--- config.mk ---
export PLATFORM = sky130hd
export DESIGN_NAME = tile_spawner_flat
export DESIGN_NICKNAME = d
export VERILOG_FILES = /design/src/rtl/tile_spawner_if.sv /design/src/rtl/tile_spawner.sv /design/src/flat_wrapper.sv
export SDC_FILE = /design/constraint.sdc
export NUM_CORES = 1
export LEC_CHECK = 0
export CORE_MARGIN = 2
export CORE_UTILIZATION = 45
export CTS_BUF_LIST = sky130_fd_sc_hd__clkbuf_16
export DETAILED_ROUTE_END_ITERATION = 12
export GPL_TIMING_DRIVEN = 0
export PLACE_DENSITY = 0.6
export SLEW_MARGIN = 0
export SYNTH_ARGS = -nofsm -noshare
export SYNTH_HDL_FRONTEND = slang
export SYNTH_SLANG_ARGS = --single-unit
--- constraint.sdc ---
create_clock -name clk -period 4.6 [get_ports clk]
set_input_delay 0.92 -clock clk [delete_from_list [all_inputs] [get_ports clk]]
set_output_delay 0.92 -clock clk [all_outputs]
set_load 0.01 [all_outputs]
--- src/rtl/tile_spawner_if.sv ---
// rtl/tile_spawner_if.sv - spawn request handshake between tile_spawner and the renderer
interface tile_spawner_if;
    logic       spawn_valid;
    logic       spawn_ready;
    logic [2:0] spawn_lane;
    logic [7:0] spawn_seq;

    modport master (output spawn_valid, output spawn_lane, output spawn_seq, input spawn_ready);
    modport slave  (input spawn_valid, input spawn_lane, input spawn_seq, output spawn_ready);
endinterface

--- src/rtl/tile_spawner.sv ---
// rtl/tile_spawner.sv - paced random lane spawner with repeat limit and spawn FIFO (optional SPAWN_SPEEDUP_EN)
module tile_spawner #(
    parameter int NUM_LANES    = 4,
    parameter int SPAWN_PERIOD = 8,
    parameter int MAX_REPEAT   = 2,
    parameter int FIFO_DEPTH   = 4,
    parameter int MIN_PERIOD   = 2
) (
    input  logic                          clk,
    input  logic                          reset,
    input  logic                          enable,
    input  logic                          tick,
    input  logic [2:0]                    random,
    tile_spawner_if.master                spawn,
    output logic [$clog2(FIFO_DEPTH):0]   fifo_level,
    output logic                          overflow
);
    localparam int AW = $clog2(FIFO_DEPTH);
    localparam int LW = AW + 1;
    localparam int RW = $clog2(MAX_REPEAT + 1);

    typedef enum logic [1:0] {IDLE, COUNT, DRAW} state_t;

    state_t         state, state_nxt;
    logic [7:0]     tick_cnt, tick_cnt_nxt;
    logic [7:0]     period;
    logic           draw;

    logic [2:0]     last_lane;
    logic [RW-1:0]  run_len, run_nxt;
    logic [2:0]     r_val, cand, lane;

    logic [2:0]     lane_mem [FIFO_DEPTH];
    logic [7:0]     seq_mem  [FIFO_DEPTH];
    logic [AW-1:0]  wr_ptr, rd_ptr;
    logic [LW-1:0]  level;
    logic [7:0]     seq_cnt;
    logic           full, pop, push_ok;

    always_ff @(posedge clk or negedge reset) begin
        if (!reset) begin
            state    <= IDLE;
            tick_cnt <= '0;
        end else begin
            state    <= state_nxt;
            tick_cnt <= tick_cnt_nxt;
        end
    end

    always_comb begin
        state_nxt    = state;
        tick_cnt_nxt = tick_cnt;
        case (state)
            IDLE: begin
                tick_cnt_nxt = '0;
                if (enable) state_nxt = COUNT;
            end
            COUNT: begin
                if (!enable) begin
                    state_nxt    = IDLE;
                    tick_cnt_nxt = '0;
                end else if (tick) begin
                    if (tick_cnt == period - 8'd1) begin
                        tick_cnt_nxt = '0;
                        state_nxt    = DRAW;
                    end else begin
                        tick_cnt_nxt = tick_cnt + 8'd1;
                    end
                end
            end
            DRAW:    state_nxt = enable ? COUNT : IDLE;
            default: state_nxt = IDLE;
        endcase
    end

    always_comb begin
        draw = (state == DRAW);
    end

    // A zero from the random source is treated as 1 so every draw lands on a lane.
    always_comb begin
        r_val = (random == 3'd0) ? 3'd1 : random;
        cand  = 3'((32'(r_val) - 32'd1) % NUM_LANES);
        lane  = cand;
        if (cand == last_lane && run_len == RW'(MAX_REPEAT)) begin
            lane    = 3'((32'(cand) + 32'd1) % NUM_LANES);
            run_nxt = RW'(1);
        end else if (cand == last_lane) begin
            run_nxt = run_len + RW'(1);
        end else begin
            run_nxt = RW'(1);
        end
    end

`ifdef SPAWN_SPEEDUP_EN
    logic [3:0] push_cnt;

    always_ff @(posedge clk or negedge reset) begin
        if (!reset) begin
            period   <= 8'(SPAWN_PERIOD);
            push_cnt <= '0;
        end else if (push_ok) begin
            push_cnt <= push_cnt + 4'd1;
            if (push_cnt == 4'd15 && period > 8'(MIN_PERIOD))
                period <= period - 8'd1;
        end
    end
`else
    assign period = 8'(SPAWN_PERIOD);
`endif

    assign full    = (level == LW'(FIFO_DEPTH));
    assign pop     = spawn.spawn_valid && spawn.spawn_ready;
    // When full, a simultaneous pop frees the slot the push writes into.
    assign push_ok = draw && (!full || pop);

    always_ff @(posedge clk or negedge reset) begin
        if (!reset) begin
            wr_ptr    <= '0;
            rd_ptr    <= '0;
            level     <= '0;
            seq_cnt   <= '0;
            overflow  <= 1'b0;
            last_lane <= '0;
            run_len   <= '0;
        end else begin
            if (draw) begin
                last_lane <= lane;
                run_len   <= run_nxt;
                if (!push_ok) overflow <= 1'b1;
            end
            if (push_ok) begin
                wr_ptr  <= wr_ptr + 1'b1;
                seq_cnt <= seq_cnt + 8'd1;
            end
            if (pop) rd_ptr <= rd_ptr + 1'b1;
            case ({push_ok, pop})
                2'b10:   level <= level + 1'b1;
                2'b01:   level <= level - 1'b1;
                default: level <= level;
            endcase
        end
    end

    always_ff @(posedge clk) begin
        if (push_ok) begin
            lane_mem[wr_ptr] <= lane;
            seq_mem[wr_ptr]  <= seq_cnt;
        end
    end

    assign spawn.spawn_valid = (level != '0);
    assign spawn.spawn_lane  = spawn.spawn_valid ? lane_mem[rd_ptr] : 3'd0;
    assign spawn.spawn_seq   = spawn.spawn_valid ? seq_mem[rd_ptr]  : 8'd0;
    assign fifo_level        = level;
endmodule
--- src/flat_wrapper.sv ---
// flat-port wrapper written by rule: the top's interface ports become plain ports
module tile_spawner_flat 
#(
    parameter int NUM_LANES    = 4,
    parameter int SPAWN_PERIOD = 8,
    parameter int MAX_REPEAT   = 2,
    parameter int FIFO_DEPTH   = 4,
    parameter int MIN_PERIOD   = 2
)
  (clk, reset, enable, tick, random, fifo_level, overflow, spawn_spawn_valid, spawn_spawn_lane, spawn_spawn_seq, spawn_spawn_ready);
  tile_spawner_if spawn_i ();
  input  logic clk;
  input  logic reset;
  input  logic enable;
  input  logic tick;
  input  logic [2:0] random;
  output logic [$clog2(FIFO_DEPTH):0] fifo_level;
  output logic overflow;
  output wire logic [$bits(spawn_i.spawn_valid)-1:0] spawn_spawn_valid;
  output wire logic [$bits(spawn_i.spawn_lane)-1:0] spawn_spawn_lane;
  output wire logic [$bits(spawn_i.spawn_seq)-1:0] spawn_spawn_seq;
  input wire logic [$bits(spawn_i.spawn_ready)-1:0] spawn_spawn_ready;
  assign spawn_spawn_valid = spawn_i.spawn_valid;
  assign spawn_spawn_lane = spawn_i.spawn_lane;
  assign spawn_spawn_seq = spawn_i.spawn_seq;
  assign spawn_i.spawn_ready = spawn_spawn_ready;
  tile_spawner #(.NUM_LANES(NUM_LANES), .SPAWN_PERIOD(SPAWN_PERIOD), .MAX_REPEAT(MAX_REPEAT), .FIFO_DEPTH(FIFO_DEPTH), .MIN_PERIOD(MIN_PERIOD)) u_core (.clk(clk), .reset(reset), .enable(enable), .tick(tick), .random(random), .spawn(spawn_i), .fifo_level(fifo_level), .overflow(overflow));
endmodule
Yosys cells after proc, flatten, opt, wreduce, memory -nomap -nowiden

Memory sizes are Yosys's and may differ from the RTL's.
Cells that the tools add are included.

Register bits: 31
RAM bits: 40
Input port bits: 8
Output and inout port bits: 16
Logic and storage cells: 64
Memories: 2

$add $sub $neg: 9
Eq/ne operators: 11
Muxes and demuxes: 19
Bitwise logic cells: 1
Reductions and logical operators: 13

Memory list:

| name            | depth | bits a word | rd ports | clocked after memory_dff | write ports | RTL line           | text |
|---|---|---|---|---|---|---|---|
| u_core.seq_mem  | 4     | 8           | 1        | 0                        | 1           | tile_spawner.sv:34 | `logic [7:0] seq_mem [FIFO_DEPTH];` |
| u_core.lane_mem | 4     | 2           | 1        | 0                        | 1           | tile_spawner.sv:33 | `logic [2:0] lane_mem [FIFO_DEPTH];` |

Operator list:

| kind                                                                    | count |
|---|---|
| 8-bit two-way mux                                                       | 4 |
| 8-bit by 1-bit adder with 8-bit output, second input constant           | 2 |
| 2-bit two-way mux                                                       | 8 |
| 8-bit case mux with 2 select lines                                      | 1 |
| 2-bit by 1-bit adder with 2-bit output, second input constant           | 4 |
| 8-bit by 3-bit == test with 1-bit output, second input constant         | 1 |
| 2-bit == test, second input constant                                    | 3 |
| 2-bit case mux with 3 select lines                                      | 1 |
| 3-bit case mux with 2 select lines                                      | 1 |
| 2-bit by 1-bit == test with 1-bit output, second input constant         | 2 |
| 2-bit AND reduction                                                     | 2 |
| 2-bit nonzero test                                                      | 2 |
| 3-bit by 1-bit adder with 3-bit output, second input constant           | 1 |
| 2-bit by 3-bit == test with 1-bit output                                | 1 |
| 3-bit == test, second input constant                                    | 1 |
| 1-bit logical AND                                                       | 3 |
| 3-bit logical NOT                                                       | 1 |
| 1-bit two-way mux                                                       | 3 |
| 3-bit two-way mux                                                       | 1 |
| 3-bit by 2-bit inequality test with 1-bit output, second input constant | 1 |
| 3-bit inequality test, second input constant                            | 1 |
| 3-bit AND reduction                                                     | 1 |
| 3-bit nonzero test                                                      | 1 |
| 3-bit by 1-bit subtractor with 3-bit output, second input constant      | 1 |
| other kinds (6)                                                         | 6 |

Logic depth before layout (Yosys ltp)

Gate-level depths: netlist of run 1.

Word-level depth: 6
Depth in mapped cells: 11
Depth with buffers taken out: 9

Least setup slack after synthesis of run 1

OpenSTA, ideal clock, no wires.

Path type: input -> register
Start point: input spawn_spawn_ready
End point: register u_core.level[2] (netlist: u_core.fifo_level[2])
Setup time: 0.079 ns
Arrival time: 2.730 ns
Required time: 4.521 ns
Path slack: 1.791 ns
Stages: 10
Path buffers: 1
Path through: or4b_4 and2_4 buf_6 inv_6 ha_1 inv_1 fa_1 xor2_1 nor2_1 xor2_1

Longest elaborated chain between the ends: 5
Elaborated cells on any way between the ends: 7
Classes of those cells: 2 x eq/ne; 1 x mux; 4 x reduce/logical

RTL lines:

| item                                                                             | RTL line            | text |
|---|---|---|
| start: declaration                                                               | flat_wrapper.sv:22  | `input wire logic [$bits(spawn_i.spawn_ready)-1:0] spawn_spawn_ready;` |
| 1-bit logical AND (*)                                                            | tile_spawner.sv:113 | `assign pop = spawn.spawn_valid && spawn.spawn_ready;` |
| 1-bit logical OR                                                                 | tile_spawner.sv:115 | `assign push_ok = draw && (!full \|\| pop);` |
| 1-bit logical AND                                                                | tile_spawner.sv:115 |  |
| 2-bit by 1-bit == test with 1-bit output / 2-bit == test (equally long branches) | tile_spawner.sv:137 | `case ({push_ok, pop})` |
| 3-bit case mux with 2 select lines / 2-bit nonzero test (equally long branches)  | -                   |  |
| end signal: assignment                                                           | tile_spawner.sv:138 | `2'b10: level <= level + 1'b1;` |
| end signal: assignment                                                           | tile_spawner.sv:139 | `2'b01: level <= level - 1'b1;` |
| end signal: assignment                                                           | tile_spawner.sv:140 | `default: level <= level;` |
| end: declaration                                                                 | tile_spawner.sv:36  | `logic [LW-1:0] level;` |

Mark *: on every way between the ends. The rest lies on a longest branch, timed or not.
A chain may end at the register's enable or synchronous reset.

Final worst setup path of run 1

Start point: register u_core.rd_ptr[0]
End point: output spawn_spawn_seq[1]

Longest elaborated chain between the ends: 2

RTL lines:

| item                     | RTL line            | text |
|---|---|---|
| start: declaration       | tile_spawner.sv:35  | `logic [AW-1:0] wr_ptr, rd_ptr;` |
| start signal: assignment | tile_spawner.sv:136 | `if (pop) rd_ptr <= rd_ptr + 1'b1;` |
| memory read 4 x 8 bit    | -                   |  |
| 8-bit two-way mux        | tile_spawner.sv:154 | `assign spawn.spawn_seq = spawn.spawn_valid ? seq_mem[rd_ptr] : 8'd0;` |
| end: declaration         | flat_wrapper.sv:21  | `output wire logic [$bits(spawn_i.spawn_seq)-1:0] spawn_spawn_seq;` |

No other way between the ends.

==> results of run 1 <==
[how the worst max path moves through the flow]
stage / to / slack (ns) / depth (start not counted)
6_report: spawn_spawn_seq[1] / 1.40 / 4
5_1_grt: spawn_spawn_seq[6] / 1.26 / 4
4_1_cts: spawn_spawn_seq[1] / 1.34 / 4
3_5_place_dp: u_core.fifo_level[2] / 1.23 / 11
3_3_place_gp: u_core.fifo_level[2] / 1.23 / 11
2_1_floorplan: u_core.fifo_level[2] / 1.79 / 10
[per-stage QoR]
stage,cell area [µm²],total power [mW],hold slack [ns],worst slack [ns]
final,3811,1.975,0.4649,1.398
after CTS,3811,2.002,0.4670,1.339
after global routing,3811,2.074,0.4935,1.262
after detailed placement,3512,1.323,0.4599,1.231
after floorplan,3197,1.063,0.4396,1.791
after global placement,3517,1.320,0.4586,1.231
[cells by family (layout without fill, tap and decap cells)]
| group | after synthesis | after routing |
|---|---|---|
| mux | 12 | 12 |
| compound gates | 31 | 31 |
| buf+inv | 21 | 57 |
| xor+xnor | 14 | 14 |
| flops | 70 | 70 |
| other cells | 1 | 1 |
| simple gates | 76 | 76 |
| fa+ha+maj | 9 | 9 |
[cells in the mapped netlist, types with 4 or more instances]
library cell	instances
edfxtp_1	40
dfrtp_1	30
nand2_1	20
and2_1	12
mux4_2	10
xnor2_1	10
a21oi_1	8
ha_1	8
inv_1	8
and3_1	7
nor2_1	7
o21ai_0	7
nand4_1	6
clkbuf_1	5
nand3_1	5
xor2_1	4
[registers in the layout, indices dropped and copies added (netlist names)]
register / flops
u_core.run_len: 2
u_core.wr_ptr: 2
u_core.fifo_level: 3
u_core.seq_cnt: 8
u_core.seq_mem: 32
u_core.lane_mem: 8
u_core.state: 2
u_core.tick_cnt: 8
u_core.rd_ptr: 2
u_core.overflow: 1
u_core.last_lane: 2
[critical path, cell delays in order (launching register included)]
cell and delay, ns:
dfrtp_1 0.42, buf_2 0.35, mux4_2 0.53, and2_1 0.18
clkdlybuf4s50_1 0.48
[metal layers]
layer	vias to the layer above	share of wire [%]	track usage, %
met1	892	49	19.95
met5	-	0	0
met2	19	47	21.94
li1	923	-	-
met3	9	2.2	3.078
met4	0	2.1	8.264
[cell type report]
cell class,count,share of cell area (%)
sequential,70,51.21
multi-input combinational,143,30.01
clock buffer,9,5.909
timing repair buffer,20,5.121
tap,96,3.152
clock inverter,7,1.937
buffer,12,1.641
inverter,9,1.018
[power groups by stage]
stage,clock network (mW),registers [mW],logic [mW]
detailed placement,0,0.726,0.596
global placement,0,0.726,0.594
finish,0.676,0.713,0.587
floorplan,0,0.725,0.337
global route,0.720,0.717,0.638
CTS,0.688,0.714,0.599
==> results.yml, run 1 <==
power:
  cellPowerDensity_mw_per_mm2: 518.3
  p_sw_mw: 0.5071
  comb_power_share_pct: 29.7
  switching_share_pct: 25.67
  leakage_nw: 1.503
  clkPwrFrac_pct: 34.2
  seqPwrFrac_pct: 36.1
  vdd.ir_drop.worst_uv: 267.7
  internal-power_mw: 1.468
detailed_routing:
  wl_per_cell_um: 14.25
  ant_nets: 0
  via_count: 1843
  viasPerCell: 5.036
  drtIter0Drc: 109
  dr.pass1.iters: 4
  wl_mm: 5.216
  drc: 0
setup_path:
  startpoint: "u_core.rd_ptr[0]"
  ff2ff_setup_slack_ns: 2.13
  startpoint_type: "flip-flop"
  cp.arrival_ns: 2.28
  crit_fanout: 10
  r2r_start: "u_core.fifo_level[0]"
  cp_data_required_time_ns: 3.68
  cp-end-kind: "primary output"
  critPathKind: "flip-flop to primary output"
  reg2reg_to: "u_core.fifo_level[2]"
  r2r_cells: 10
clocking:
  postCtsSetupRepairBufs: 0
  cts.sinks: 70
  htreeDepth: 3
  cts_tree: "yes"
  cts_buffer_depth: 2
  numCtsBuffers: 9
  cts_root_buf: "clkbuf_16"
  clk_latency_ns: 0.33
  path_clk_slew_ns: 0.05
  ctsResizeCount: 0
  hold_buffers: 0
placed_design:
  dp_hpwl_mm: 3.584
  placedCellCount: 350
  place_congestion: 0.7962
  port_buffers: 20
floorplanning:
  io_pins: 24
  coreArea_mm2: 0.006832
  num_rows: 30
  start_util_pct: 46.79
  die_area_mm2: 0.007794
  die_h_um: 88.29
  die_w_um: 88.29
timing:
  clock.fmax_mhz: 312.3
  slew_headroom_pct: 54.34
  finalClockSkew_ns: 0.006917
  finalSetupViolCount: 0
  fin_crit_ns: 3.202
  finalCritPeriodShare_pct: 69.60
  rsz0062_at_grt: "false"
  drv_slew: 0
  tightestPinTransition_ns: 0.6850
  hold_viol_final: 0
  final.setup.tns_ns: 0
grt:
  antenna_found_initial: 0
  grt_pass1_wl_mm: 8.266
  grt_max_degree: 31
  grt_usage_pct: 14.62
  grt.overflow.total: 0
  grt_pass1_vias: 1682
logic_synthesis:
  yosysTopAreaCellShare_pct: 37.57
  synth_edf_count: 40
  postSynth.asyncResetShare_pct: 42.86
  yosysTopAreaCell: "edfxtp_1"
  synth_fp_nets: 251
  synthAdderAreaFrac_pct: 3.757
  synth_compound_area_share_pct: 6.888
  ys_seq_area_share_pct: 61.06
  synthSimpleGateAreaFrac_pct: 13.46
  synth_top_family_by_area: "simple AND/OR/NAND/NOR gates"
  netlist_area_mm2: 0.003197
  synthCells: 234
  synth-main-ff-cell: "edfxtp_1"
  synthTopCellsByArea: "edfxtp_1, dfrtp_1, mux4_2, ha_1, xnor2_1"
  synth.avg_cell_area_um2: 13.66
  yosysUniqueCellTypes: 49
  ys_seq_elements: 70
  synth_xor_area_share_pct: 3.836
  yosysWarnings: 0
  muxShareOfSynthArea_pct: 7.710
cells_and_area:
  final_nets: 282
  stdcell_count: 366
  multi_input_area_mm2: 0.001144
  final_cell_mix: "edfxtp_1, dfrtp_1, nand2_1"
  layout-drive-gt1-share_pct: 15.19
  n_fill_cell: 575
  final_common_cell: "edfxtp_1"
  antenna_cells: 0
  utilization_pct: 55.79
  syn2layout_area_growth_pct: 19.22
  regArea_mm2: 0.001952
hold_path:
  hp-class: "flip-flop to flip-flop"
  whs_endpoint: "u_core.run_len[0]"
  hp-start: "u_core.run_len[0]"
  worstHoldPathCells: 1
job:
  maxCapViolCount: 0
outcome:
  outcome: "finished clean"
Power figures use the tool's default switching activity.
==> run 2: changes to the inputs <==
--- a/config.mk
+++ b/config.mk
@@ -10,7 +10,7 @@
 export CTS_BUF_LIST = sky130_fd_sc_hd__clkbuf_16
 export DETAILED_ROUTE_END_ITERATION = 12
 export GPL_TIMING_DRIVEN = 0
-export PLACE_DENSITY = 0.6
+export PLACE_DENSITY = 0.62
 export SLEW_MARGIN = 0
 export SYNTH_ARGS = -nofsm -noshare
 export SYNTH_HDL_FRONTEND = slang
==> constraint.sdc (replaced) <==
create_clock -name clk -period 2.6 [get_ports clk]
set_input_delay 0.52 -clock clk [delete_from_list [all_inputs] [get_ports clk]]
set_output_delay 0.52 -clock clk [all_outputs]
set_load 0.01 [all_outputs]
==> results.yml, run 2 (synthesis gave the netlist of run 1 again) <==
timing:
  finalClockSkew_ns: 0.004795
  rsz0062_at_grt: "false"
  clock.fmax_mhz: 398.2
  finalCritPeriodShare_pct: 96.58
  fin_crit_ns: 2.511
  tightestPinTransition_ns: 0.6925
  setup_slack_ns: 0.08883
  slew_headroom_pct: 53.83
  hold_viol_final: 0
  drv_slew: 0
  finalSetupViolCount: 0
cells_and_area:
  multi_input_area_mm2: 0.001156
  syn2layout_area_growth_pct: 20.55
  antenna_cells: 0
  n_fill_cell: 573
  regArea_mm2: 0.001953
  largest_reg_flops: 32
  final_nets: 285
  layout-drive-gt1-share_pct: 16.85
  largest_register: "u_core.seq_mem"
  final_cell_mix: "edfxtp_1, dfrtp_1, nand2_1"
  final_common_cell: "edfxtp_1"
grt:
  antenna_found_initial: 0
  grt_pass1_vias: 1834
  grt_max_degree: 31
  grt_pass1_wl_mm: 9.004
  grt_usage_pct: 15.34
  grt.overflow.total: 0
clocking:
  cts.sinks: 70
  cts_root_buf: "clkbuf_16"
  path_clk_slew_ns: 0.06
  numCtsBuffers: 9
  clk_latency_ns: 0.32
  htreeDepth: 3
  cts_tree: "yes"
  cts_buffer_depth: 2
detailed_routing:
  viasPerCell: 4.995
  drc: 0
  wl_per_cell_um: 14.36
  via_count: 1843
  drtIter0Drc: 65
  ant_nets: 0
  dr.pass1.iters: 4
  wl_mm: 5.297
setup_path:
  startpoint_type: "input pin"
  r2r_start: "u_core.fifo_level[0]"
  crit_chain: "clkdlybuf4s50_1 -> or4b_4 -> and2_4 -> inv_8 -> ha_4 -> inv_1 -> fa_1 -> xor2_1 -> nor2_1 -> xor2_1"
  cp.arrival_ns: 2.76
  slowest_stage: "or4b_4"
  critical_path.most_common_cell: "xor2_1"
  critPathKind: "input pin to flip-flop"
  cp_data_required_time_ns: 2.84
  critPathMaxStageDelay_ns: 0.56
  cp-end-kind: "flip-flop"
  startpoint: "spawn_spawn_ready"
  crit_fanout: 5
floorplanning:
  start_util_pct: 46.79
  io_pins: 24
  die_w_um: 88.29
  die_area_mm2: 0.007794
  coreArea_mm2: 0.006832
  num_rows: 30
  die_h_um: 88.29
job:
  maxCapViolCount: 0
placed_design:
  port_buffers: 20
  place_congestion: 0.7766
  dp_hpwl_mm: 3.493
  pre_cts_ws_ns: -0.3644
power:
  leakage_nw: 1.515
  cellPowerDensity_mw_per_mm2: 913.5
  report.power.total_mw: 3.520
  vdd.ir_drop.worst_uv: 522.1
outcome:
  outcome: "finished clean"
hold_path:
  hp-class: "input pin to async pin"
## run 2: power by group
part	leakage [nW]	internal (mW)	switching, mW
logic	0.635	0.682	0.409
clock network	0.138	0.735	0.435
registers	0.742	1.22	0.0440
total	1.52	2.63	0.889
## run 2: final timing paths
check                                       end  slack (ns)  cells after the start
max                        u_core.fifo_level[2]        0.09                     10
min                           u_core.seq_cnt[3]        0.24                      1
max reg2reg                u_core.fifo_level[2]        0.30                      9
min reg2reg                   u_core.run_len[0]        0.47                      1
max in group asynchronous      u_core.rd_ptr[0]        1.86                      1
min in group clk              u_core.run_len[0]        0.47                      1
## run 2: repair_timing
action,CTS,global route
hold buffers,0,0
endpoints found under the hold margin,0,0
setup buffers,1,3
pin swaps,2,0
resized for setup,11,1
endpoints found under the setup margin,10,8
## run 2: cell type report
cell class,instances,area share (%)
Inverter,9,1.071
Buffer,11,1.786
Sequential cell,70,50.68
Clock inverter,7,1.688
Multi-Input combinational cell,143,30.00
Clock buffer,9,5.844
Timing Repair Buffer,24,5.812
Tap cell,96,3.117
## run 2: per-layer routing
metal | vias up | wire length, µm | track usage [%]
met5 | - | 0 | 0
met1 | 885 | 2588 | 20.90
li1 | 932 | - | -
met3 | 6 | 132 | 3.358
met2 | 20 | 2513 | 24.40
met4 | 0 | 62 | 5.785
## run 2: per-stage QoR
| step | area, µm² | hold WS, ns | std cells | utilization, % | setup TNS (ns) |
|---|---|---|---|---|---|
| 5_1_grt | 3854 | 0.2907 | 369 | 56.41 | 0 |
| 4_1_cts | 3831 | 0.2741 | 366 | 56.08 | 0 |
| 3_5_place_dp | 3512 | 0.4589 | 350 | 51.41 | -0.5318 |
| 6_report | 3854 | 0.2368 | 369 | 56.41 | 0 |
| 2_1_floorplan | 3197 | 0.2244 | 234 | - | 0 |
| 3_3_place_gp | 3517 | 0.4580 | 350 | 51.48 | -0.5371 |
## run 2: worst max-delay path, delay by kind of cell
kind	cells	cell delay, ns
XOR/XNOR	2	0.30
adder cells (fa/ha/maj)	2	0.50
buffers and inverters	3	0.54
AND/OR/NAND/NOR	3	0.89
